[config.mk]
export PLATFORM = sky130hd
export DESIGN_NAME = ajuste_hora
export DESIGN_NICKNAME = d
export VERILOG_FILES = /design/src/rtl/ajuste_hora.sv
export SDC_FILE = /design/constraint.sdc
export NUM_CORES = 1
export LEC_CHECK = 0
export ABC_AREA = 1
export CAP_MARGIN = 10
export CORE_ASPECT_RATIO = 0.6
export CORE_UTILIZATION = 54
export CTS_BUF_LIST = sky130_fd_sc_hd__clkbuf_16
export CTS_CLUSTER_SIZE = 30
export DETAILED_ROUTE_END_ITERATION = 8
export HOLD_SLACK_MARGIN = 0.08
export PLACE_DENSITY = 0.86
export SLEW_MARGIN = 20
export SYNTH_ARGS = -nofsm -noshare
export SYNTH_HDL_FRONTEND = slang
export SYNTH_SLANG_ARGS = --single-unit
[constraint.sdc]
create_clock -name clk -period 1.65 [get_ports clk]
set_input_delay 0.165 -clock clk [delete_from_list [all_inputs] [get_ports clk]]
set_output_delay 0.165 -clock clk [all_outputs]
set_load 0.01 [all_outputs]
[src/rtl/ajuste_hora.sv]
// ---------------------------------------------------------------------------
// ajuste_hora -- time-of-day keeper with button-driven field adjustment.
//
// Keeps HH:MM:SS running from a 1 Hz tick. A mode button walks through
// RUN -> ADJ_H -> ADJ_M -> ADJ_S -> RUN. In an adjust state the time is
// frozen, the selected field is stepped with up/down (wrapping inside the
// field, never carrying), and its blank flag follows `blink` so the
// renderer flashes the digits being edited.
//
// Ports
//   clk       system clock, rising edge
//   reset     asynchronous, active-low; clears all state
//   tick      1 Hz single-cycle pulse, synchronous to clk
//   btn_mode  debounced mode button level (asynchronous)
//   btn_up    debounced up button level (asynchronous)
//   btn_down  debounced down button level (asynchronous)
//   blink     slow toggle from the blink counter
//   adj_en    high in any adjust state; enables the blink counter
//   mode      0 RUN, 1 ADJ_H, 2 ADJ_M, 3 ADJ_S
//   hours     0..HOUR_MAX
//   minutes   0..MIN_MAX
//   seconds   0..MIN_MAX
//   blank_h/m/s  blank the matching digits this frame
// ---------------------------------------------------------------------------
module ajuste_hora #(
   parameter int HOUR_MAX = 23,
   parameter int MIN_MAX  = 59
) (
   input  logic       clk,
   input  logic       reset,
   input  logic       tick,
   input  logic       btn_mode,
   input  logic       btn_up,
   input  logic       btn_down,
   input  logic       blink,
   output logic       adj_en,
   output logic [1:0] mode,
   output logic [4:0] hours,
   output logic [5:0] minutes,
   output logic [5:0] seconds,
   output logic       blank_h,
   output logic       blank_m,
   output logic       blank_s
);

   localparam logic [4:0] H_MAX = 5'(HOUR_MAX);
   localparam logic [5:0] M_MAX = 6'(MIN_MAX);

   typedef enum logic [1:0] {
      RUN   = 2'd0,
      ADJ_H = 2'd1,
      ADJ_M = 2'd2,
      ADJ_S = 2'd3
   } mode_t;

   // Button vectors: bit 0 = mode, bit 1 = up, bit 2 = down.
   logic [2:0] s1, s2, s3;
   logic [2:0] press;
   logic       p_mode, step_up, step_dn;

   mode_t      state, state_next;
   logic [4:0] h_next;
   logic [5:0] m_next, s_next;

   // Two flops resynchronise the asynchronous levels; s3 holds the previous
   // synchronised value so a held button gives a single press.
   // NOTE: sequential state uses non-blocking (<=) so every flop samples the
   // pre-edge value of its neighbours; blocking here would collapse the chain.
   always_ff @(posedge clk or negedge reset) begin
      if (!reset) begin
         s1 <= '0;
         s2 <= '0;
         s3 <= '0;
      end else begin
         s1 <= {btn_down, btn_up, btn_mode};
         s2 <= s1;
         s3 <= s2;
      end
   end

   assign press  = s2 & ~s3;
   assign p_mode = press[0];
   // A mode press swallows any step, and opposing steps cancel out.
   assign step_up = press[1] & ~press[2] & ~p_mode;
   assign step_dn = press[2] & ~press[1] & ~p_mode;

   // Field helpers: >= so a forced out-of-range value wraps to 0 on increment.
   function automatic logic [5:0] inc_ms(input logic [5:0] v);
      return (v >= M_MAX) ? 6'd0 : v + 6'd1;
   endfunction

   function automatic logic [5:0] dec_ms(input logic [5:0] v);
      return (v == 6'd0) ? M_MAX : v - 6'd1;
   endfunction

   function automatic logic [4:0] inc_h(input logic [4:0] v);
      return (v >= H_MAX) ? 5'd0 : v + 5'd1;
   endfunction

   function automatic logic [4:0] dec_h(input logic [4:0] v);
      return (v == 5'd0) ? H_MAX : v - 5'd1;
   endfunction

   always_ff @(posedge clk or negedge reset) begin
      if (!reset) begin
         state   <= RUN;
         hours   <= '0;
         minutes <= '0;
         seconds <= '0;
      end else begin
         state   <= state_next;
         hours   <= h_next;
         minutes <= m_next;
         seconds <= s_next;
      end
   end

   // NOTE: every signal assigned in this block gets a default first, so no
   // path leaves it unassigned and no latch is inferred.
   always_comb begin
      state_next = state;
      h_next     = hours;
      m_next     = minutes;
      s_next     = seconds;

      if (p_mode) begin
         unique case (state)
            RUN:   state_next = ADJ_H;
            ADJ_H: state_next = ADJ_M;
            ADJ_M: state_next = ADJ_S;
            ADJ_S: state_next = RUN;
         endcase
      end

      // The update is keyed on the current state, so a tick landing with the
      // mode press in RUN still counts while the state advances.
      unique case (state)
         RUN: begin
            if (tick) begin
               s_next = inc_ms(seconds);
               if (seconds >= M_MAX) begin
                  m_next = inc_ms(minutes);
                  if (minutes >= M_MAX) begin
                     h_next = inc_h(hours);
                  end
               end
            end
         end
         ADJ_H: begin
            if (step_up)      h_next = inc_h(hours);
            else if (step_dn) h_next = dec_h(hours);
         end
         ADJ_M: begin
            if (step_up)      m_next = inc_ms(minutes);
            else if (step_dn) m_next = dec_ms(minutes);
         end
         ADJ_S: begin
            if (step_up)      s_next = inc_ms(seconds);
            else if (step_dn) s_next = dec_ms(seconds);
         end
      endcase
   end

   assign mode    = state;
   assign adj_en  = (state != RUN);
   assign blank_h = (state == ADJ_H) & blink;
   assign blank_m = (state == ADJ_M) & blink;
   assign blank_s = (state == ADJ_S) & blink;

endmodule

==> impl_metrics.tcl, run 1 <==
set metrics [dict create \
    finalHoldViolCount 0 \
    r2r-end "hours[1]" \
    grt_overflow 0 \
    power.leakage_nw 1.434 \
    final_nets 358 \
    ys_seq_elements 28 \
    antenna_found_initial 0 \
    busiest_layer "met2" \
    die_w_um 81.56 \
    drt-total-wl_um 5194 \
    boundaryPins 30 \
    placed_cells 375 \
    tightest_slew_ns 0.3544 \
    endpoint_kind "output port" \
    cp_max_fo 5 \
    r2r_start "minutes[0]" \
    worstSetupPathType "reg -> out" \
    fp-row-count 16 \
    grt_pass1_wl_um 8680 \
    numCtsBuffers 3 \
    dieArea_sq_mm 0.004056 \
    status "finished, final reports clean" \
    grt_pass1_vias 1871 \
    synth_nets 316 \
    yosysWarnings 0 \
    clk_latency_ns 0.27 \
    critPathMaxStageDelay_ns 0.44 \
    final_cells 382 \
    pwr_density_cell_mw_per_mm2 1915 \
    hpwl_um 3762 \
    core_sq_mm 0.003443 \
    nFillCells 256 \
    drc 0 \
    gr-usage-all-layers_pct 28.53 \
    first_pass_iters 4 \
    synth_area_per_cell_sq_um 6.928 \
    cts_max_level 1 \
    cts_root_buf "clkbuf_16" \
    rr_worst_depth 9 \
    diodes 0 \
    globalRouteMet2Util_pct 42.92 \
    via_per_inst 5.327 \
    crit_family "buffers and inverters" \
    setup_viol 0 \
    layout_commonest_cell "nand2_1" \
    grt_max_degree 29 \
    numPortBuffers 29 \
    met1_usage_pct 41.33 \
    slowest_stage "dfrtp_2" \
    period_minus_slack_ns 1.572 \
    cts_tree "built" \
    ant_nets 0 \
    critical_path_arrival_ns 1.41 \
    setup_slack_ns 0.07808 \
    maxCapViolCount 0 \
    drtIter0Drc 185 \
    avgRoutedWirePerCell_um 13.60 \
    finalMaxSlewViolations 0 \
    vias 2035 \
    cp.required_ns 1.48 \
    drive_gt1_share_pct 13.95 \
    rrSetupSlack_ns 0.08 \
    grtUsageMet3_pct 5.556 \
    fin_worst_skew_ns 0.005152 \
    vdd_drop_max_v 0.001019 \
    place.gp.congestion 0.9049 \
    critPathLaunchType "flip-flop" \
    synthCells 296 \
    fin_total_pwr_mw 5.023 \
    synthToLayoutAreaGrowth_pct 27.88 \
    place_ws_ns 0.02802 \
    cts.sinks 28 \
    path_clk_slew_ns 0.07 \
    finalCritPeriodShare_pct 95.27 \
    max_slew_margin_pct 76.37 \
    hold_class "in -> async" \
    clock.fmax_mhz 636.2 \
    synthesis.area_sq_mm 0.002051 \
    layout_common_cells "nand2_1, inv_1, nand3_1" \
    dieHeight_um 49.74 \
    path_buf_inv 3 \
    crit_chain "buf_4 > ha_4 > nand2_1 > inv_1 > dlygate4sd2_1" \
    start_util_pct 59.56 \
    cts_buffer_depth 2 \
    ys_seq_area_share_pct 34.17 \
    synth.distinct_cells 27 \
]
layer usage:
metal | up-vias | share of wire (%)
met5 | - | 0
met4 | 0 | 1.5
met3 | 10 | 9.0
met2 | 95 | 45
met1 | 931 | 45
li1 | 999 | -
worst max path at each step:
| stage | startpoint | endpoint | slack [ns] | depth (start not counted) |
|---|---|---|---|---|
| 6_report | mode[1] | blank_m | 0.08 | 5 |
| 3_3_place_gp | mode[0] | blank_m | 0.08 | 5 |
| 5_1_grt | mode[0] | minutes[5] | -0.02 | 9 |
| 3_5_place_dp | mode[0] | blank_m | 0.03 | 5 |
| 4_1_cts | mode[0] | blank_s | -0.02 | 4 |
| 2_1_floorplan | mode[0] | minutes[5] | 0.12 | 10 |
registers in the layout (all words and copies together), names as in the netlist:
signal and cells:
hours 5, minutes 6, mode 2, s1 3, s2 3, s3 3, seconds 6
where the power goes:
part | switching, mW | internal, mW | total [mW]
clock | 0.233 | 0.483 | 0.716
sequential | 0.307 | 0.904 | 1.21
combinational | 1.77 | 1.33 | 3.10
total | 2.31 | 2.71 | 5.02
cell type report:
type	count	area (sq um)	share of cell area, %
tap	45	56.30	2.147
clock buffer	3	75.07	2.863
timing repair buffer	43	394.1	15.03
sequential	28	704.4	26.86
multi-input combinational	220	1202	45.85
clock inverter	1	30.03	1.145
inverter	42	160.2	6.107
metrics by stage:
stage	util (%)	cell area, sq um	setup TNS (ns)	hold slack [ns]
2_1_floorplan	-	2051	0	-0.1306
3_3_place_gp	70.86	2440	0	0.3324
3_5_place_dp	70.86	2440	0	0.3413
4_1_cts	75.04	2584	-0.02443	0.2967
5_1_grt	76.16	2623	-0.03004	0.3228
6_report	76.16	2623	0	0.2743
cell families after synthesis:
group / count (synthesis) / share of synthesized area (%)
AO/OA/AOI/OAI: 20 / 5.491
XOR/XNOR: 10 / 4.271
adder cells (fa/ha/maj): 13 / 7.932
buffers and inverters: 48 / 9.640
flip-flops: 28 / 34.17
AND/OR/NAND/NOR: 177 / 38.50
cells in the mapped netlist:
cell	number	area, sq um
a21oi_1	1	5.000
a21oi_2	2	17.52
buf_2	2	10.01
buf_4	4	30.03
dfrtp_1	28	700.7
ha_1	13	162.7
inv_1	38	142.6
inv_2	4	15.01
nand2_1	110	412.9
nand2_2	1	6.260
nand2_4	1	11.26
nand3_1	29	145.1
nand3_2	2	20.02
nand3_4	1	17.52
nand3b_1	1	7.510
nand4_1	6	37.54
nor2_1	20	75.07
nor2_2	3	18.77
nor2_4	1	11.26
nor2_8	1	20.02
o21ai_0	14	70.07
o21ai_1	1	5.000
o21ai_2	1	8.760
o22ai_1	1	6.260
or2_2	1	6.260
xnor2_1	3	26.28
xor2_1	7	61.31
what timing repair did:
action	CTS	global route
gates resized for setup	10	10
buffers inserted	2	1
endpoints found under the setup margin	4	17
pin swaps	0	4
hold buffers	0	0
Power figures use the tool's default switching activity.
==> run 2: changes to the inputs <==
--- a/config.mk
+++ b/config.mk
@@ -10,10 +10,11 @@
 export CORE_ASPECT_RATIO = 0.6
 export CORE_UTILIZATION = 54
 export CTS_BUF_LIST = sky130_fd_sc_hd__clkbuf_16
-export CTS_CLUSTER_SIZE = 30
+export CTS_CLUSTER_SIZE = 28
 export DETAILED_ROUTE_END_ITERATION = 8
 export HOLD_SLACK_MARGIN = 0.08
 export PLACE_DENSITY = 0.86
+export SETUP_SLACK_MARGIN = 0.2
 export SLEW_MARGIN = 20
 export SYNTH_ARGS = -nofsm -noshare
 export SYNTH_HDL_FRONTEND = slang
==> impl_metrics.tcl, run 2 (synthesized netlist as in run 1, its figures left out) <==
set metrics [dict create \
    drt-total-wl_um 7600 \
    critical_path_arrival_ns 1.88 \
    cts_root_buf "clkbuf_16" \
    place.gp.congestion 0.8846 \
    layout_common_cells "nand2_1, inv_1, buf_4" \
    synthToLayoutAreaGrowth_pct 41.67 \
    p_sw_mw 2.958 \
    setup_slack_ns -0.07550 \
    hold_buffers 0 \
    grt_overflow 0 \
    fin_worst_skew_ns 0.0009897 \
    max_slew_margin_pct 74.83 \
    power.leakage_nw 1.598 \
    rsz0062_at_grt "yes" \
    hold_class "in -> async" \
    tns_ns -0.1297 \
    cts_tree "built" \
    cts.sinks 28 \
    core_sq_mm 0.003443 \
    period_minus_slack_ns 1.725 \
    switching_share_pct 48.73 \
    hpwl_um 3516 \
    finalHoldViolCount 0 \
    clk_latency_ns 0.27 \
    timing.hold.ws_ns 0.2741 \
    seq_power_share_pct 20.5 \
    endpoint_kind "flip-flop" \
    boundaryPins 30 \
    fp-row-count 16 \
    p_int_mw 3.113 \
    drc 0 \
    vdd_drop_max_v 0.001414 \
    grt_max_degree 29 \
    place_ws_ns 0.03095 \
    dieArea_sq_mm 0.004056 \
    final_util_pct 84.38 \
    start_util_pct 59.56 \
    finalCritPeriodShare_pct 104.6 \
    finalMaxSlewViolations 0 \
    critPathLaunchType "flip-flop" \
    antenna_found_initial 0 \
    worstSetupPathType "reg -> reg" \
    numPortBuffers 29 \
    top_regs "minutes (6), seconds (6), hours (5)" \
    final_nets 376 \
    setup_viol 2 \
    ant_nets 0 \
    cts_buffer_depth 2 \
    cts_max_level 1 \
    path_clk_slew_ns 0.07 \
    violations "negative setup slack" \
    avgRoutedWirePerCell_um 19.00 \
    clock_power_share_pct 12.4 \
    drive_gt1_share_pct 27.32 \
    tightest_slew_ns 0.3775 \
    status "finished, violations left" \
    clock.fmax_mhz 579.5 \
    pwr_density_cell_mw_per_mm2 2090 \
    cp_max_fo 8 \
    rrSetupSlack_ns -0.08 \
    dieHeight_um 49.74 \
    cp.required_ns 1.80 \
    die_w_um 81.56 \
    grt_pass1_wl_um 9970 \
    gr-usage-all-layers_pct 32.69 \
    diodes 0 \
    first_pass_iters 5 \
    maxCapViolCount 0 \
    grt_pass1_vias 2134 \
    vias 2497 \
    combPwrFrac_pct 67.1 \
    layout_commonest_cell "nand2_1" \
    via_per_inst 6.243 \
    numCtsBuffers 3 \
    drtIter0Drc 283 \
]
-- run 2: power groups by stage --
stage          registers [mW]  logic (mW)  clock network [mW]
4_1_cts                  1.20        3.31               0.729
3_3_place_gp             1.21        2.72                   0
5_1_grt                  1.26        4.30               0.766
3_5_place_dp             1.22        2.80                   0
2_1_floorplan            1.20        1.86                   0
6_report                 1.24        4.08               0.752
-- run 2: per-layer routing --
metal / vias up / track usage [%] / routed length, um
met1: 1122 / 42.81 / 2885
li1: 1040 / - / -
met4: 0 / 11.31 / 550
met3: 85 / 5.185 / 874
met2: 250 / 54.44 / 3290
met5: - / 0 / 0
-- run 2: final cells by class --
type | instances | area, sq um
clock buffers | 3 | 75.07
clock inverters | 1 | 30.03
fillers | 178 | 538.0
inverters | 42 | 167.7
multi-input cells | 221 | 1321
flip-flops and latches | 28 | 713.2
well taps | 45 | 56.30
repair buffers | 60 | 541.8
-- run 2: path summary, 6_finish.rpt --
kind	to	cells after the start	start
max in group asynchronous	seconds[5]	2	reset
hold / removal	seconds[3]	2	reset
min in group clk	s1[1]	1	btn_up
setup / recovery	seconds[1]	10	mode[0]
hold reg to reg	s2[1]	0	s1[1]
setup reg to reg	seconds[1]	10	mode[0]
-- run 2: repair_timing --
item                                   4_1_cts  5_1_grt
endpoints found under the hold margin        0        0
setup endpoints to repair                   29       32
resized for setup                           48       37
buffers inserted                            13       10
cloned                                       1        0
pin swaps                                    8       11
-- run 2: per-stage QoR --
step	total power, mW	instances	area (sq um)
after global placement	3.933	372	2420
after detailed placement	4.026	372	2420
final	6.071	400	2905
after floorplan	3.064	296	2053
after CTS	5.239	390	2761
after global routing	6.326	400	2905
-- run 2: critical path: stages (launching register included) --
cell     delay, ns
dfrtp_1       0.44
inv_2         0.11
buf_6         0.12
ha_4          0.19
inv_4         0.06
nand2_1       0.07
nand2_1       0.08
nand2_2       0.16
inv_4         0.08
nor2_1        0.19
a21oi_1       0.09
==> run 3: changes to the inputs <==
--- a/config.mk
+++ b/config.mk
@@ -8,12 +8,12 @@
 export ABC_AREA = 1
 export CAP_MARGIN = 10
 export CORE_ASPECT_RATIO = 0.6
-export CORE_UTILIZATION = 54
+export CORE_UTILIZATION = 34
 export CTS_BUF_LIST = sky130_fd_sc_hd__clkbuf_16
 export CTS_CLUSTER_SIZE = 28
 export DETAILED_ROUTE_END_ITERATION = 8
 export HOLD_SLACK_MARGIN = 0.08
-export PLACE_DENSITY = 0.86
+export PLACE_DENSITY = 0.61
 export SETUP_SLACK_MARGIN = 0.2
 export SLEW_MARGIN = 20
 export SYNTH_ARGS = -nofsm -noshare
==> impl_metrics.tcl, run 3 (synthesized netlist as in run 1, its figures left out) <==
set metrics [dict create \
    hpwl_um 3743 \
    postPlaceCellArea_sq_mm 0.002494 \
    top_regs "minutes (6), seconds (6), hours (5)" \
    vias 2075 \
    clock_power_share_pct 12.7 \
    cts_buffer_depth 2 \
    antenna_found_initial 0 \
    p_int_mw 3.163 \
    gr-usage-all-layers_pct 18.37 \
    ant_nets 0 \
    endpoint_kind "output port" \
    start_util_pct 35.97 \
    finalMaxSlewViolations 0 \
    r2r-end "minutes[5]" \
    place.gp.congestion 0.8413 \
    clock.fmax_mhz 661.7 \
    maxCapViolCount 0 \
    switching_share_pct 45.01 \
    final_cell_area_sq_mm 0.003019 \
    final_nets 381 \
    vdd_drop_max_v 0.0006014 \
    avgRoutedWirePerCell_um 12.42 \
    first_pass_iters 4 \
    grt_overflow 0 \
    hold_class "in -> async" \
    cp_max_fo 5 \
    p_sw_mw 2.589 \
    nFillCells 535 \
    drt-total-wl_um 5463 \
    cts_max_level 1 \
    drc 0 \
    via_per_inst 4.716 \
    numCtsBuffers 3 \
    rrSetupSlack_ns 0.16 \
    seq_power_share_pct 20.6 \
    cts_root_buf "clkbuf_16" \
    status "finished, final reports clean" \
    grt_max_degree 29 \
    layout_commonest_cell "nand2_1" \
    power.leakage_nw 1.609 \
    final_util_pct 52.95 \
    diodes 0 \
    place_ws_ns 0.07013 \
    synthToLayoutAreaGrowth_pct 47.22 \
    tns_ns 0 \
    period_minus_slack_ns 1.511 \
    die_w_um 102.3 \
    max_slew_margin_pct 74.96 \
    setup_viol 0 \
    cts.sinks 28 \
    combPwrFrac_pct 66.7 \
    pwr_density_cell_mw_per_mm2 1905 \
    boundaryPins 30 \
    seqCellArea_sq_um 715.7 \
    fin_worst_skew_ns 0.002275 \
    path_clk_slew_ns 0.07 \
    dieHeight_um 62.16 \
    critPathLaunchType "flip-flop" \
    fin_total_pwr_mw 5.752 \
    numPortBuffers 29 \
    r2r_start "mode[0]" \
    layout_common_cells "nand2_1, inv_1, nand3_1" \
    tightest_slew_ns 0.3756 \
    rr_worst_depth 10 \
    grt_pass1_wl_um 9259 \
    fp-row-count 21 \
    setup_slack_ns 0.1388 \
    core_sq_mm 0.005702 \
    grt_pass1_vias 1968 \
    critical_path_arrival_ns 1.35 \
    rsz0062_at_grt "yes" \
    finalHoldViolCount 0 \
    drtIter0Drc 122 \
    worstSetupPathType "reg -> out" \
    cts_tree "built" \
    cp.required_ns 1.48 \
    dieArea_sq_mm 0.006356 \
    clk_latency_ns 0.27 \
    finalCritPeriodShare_pct 91.59 \
    multiInputGateArea_sq_mm 0.001338 \
    drive_gt1_share_pct 30.28 \
]
[run 3: cell types whose count changed in the layout (fill, tap and decap cells not counted), sizes merged]
cell and delta:
clkdlybuf4s50 -2, clkbuf -1, dlymetal6s2s -1, dlygate4sd2 +3, clkdlybuf4s15 +1, buf +5
[run 3: layer usage]
metal  share of wire [%]  GRT usage (%)  vias up
li1                    -              -     1053
met1                  52          27.48      985
met2                  44          28.10       35
met3                 3.8          3.716        2
met4                0.22          1.607        0
met5                   0              0        -
[run 3: power by group through the flow]
stage	logic (mW)	clock network (mW)	registers, mW
floorplan	1.86	0	1.20
global placement	2.86	0	1.20
detailed placement	2.89	0	1.20
CTS	3.54	0.738	1.15
global route	4.26	0.767	1.23
finish	3.83	0.733	1.19
[run 3: layout make-up]
type                       count  share of cell area (%)
sequential                    28                   23.70
tap                           80                   3.315
multi-input combinational    221                   44.30
timing repair buffer          65                   19.31
clock inverter                 1                  0.9946
inverter                      42                   5.885
clock buffer                   3                   2.487
[run 3: worst max path at each step]
| stage | start | endpoint | slack [ns] | depth (start not counted) |
|---|---|---|---|---|
| 2_1_floorplan | mode[0] | minutes[5] | 0.20 | 10 |
| 3_3_place_gp | mode[1] | hours[1] | 0.09 | 10 |
| 3_5_place_dp | mode[0] | blank_m | 0.07 | 5 |
| 4_1_cts | mode[1] | mode[1] | 0.11 | 3 |
| 5_1_grt | mode[0] | blank_s | 0.07 | 5 |
| 6_report | mode[0] | blank_s | 0.14 | 5 |
[run 3: through the flow]
step / instances / hold WS (ns)
finish: 440 / 0.2736
CTS: 435 / 0.2892
global placement: 411 / 0.3325
floorplan: 296 / -0.1306
detailed placement: 411 / 0.3365
global route: 440 / 0.3241
[run 3: worst max-delay path, stage by stage, from the launching register on]
cell             delay (ns)
dfrtp_2                0.45
buf_4                  0.16
ha_4                   0.17
nand2_1                0.06
inv_1                  0.04
clkdlybuf4s15_2        0.21
[run 3: repair_timing]
item / 4_1_cts / 5_1_grt
hold buffers: 0 / 0
gates resized for setup: 60 / 44
pin swaps: 11 / 12
endpoints found under the setup margin: 32 / 32
buffers inserted: 19 / 5
gates cloned: 1 / 0
hold endpoints to repair: 0 / 0
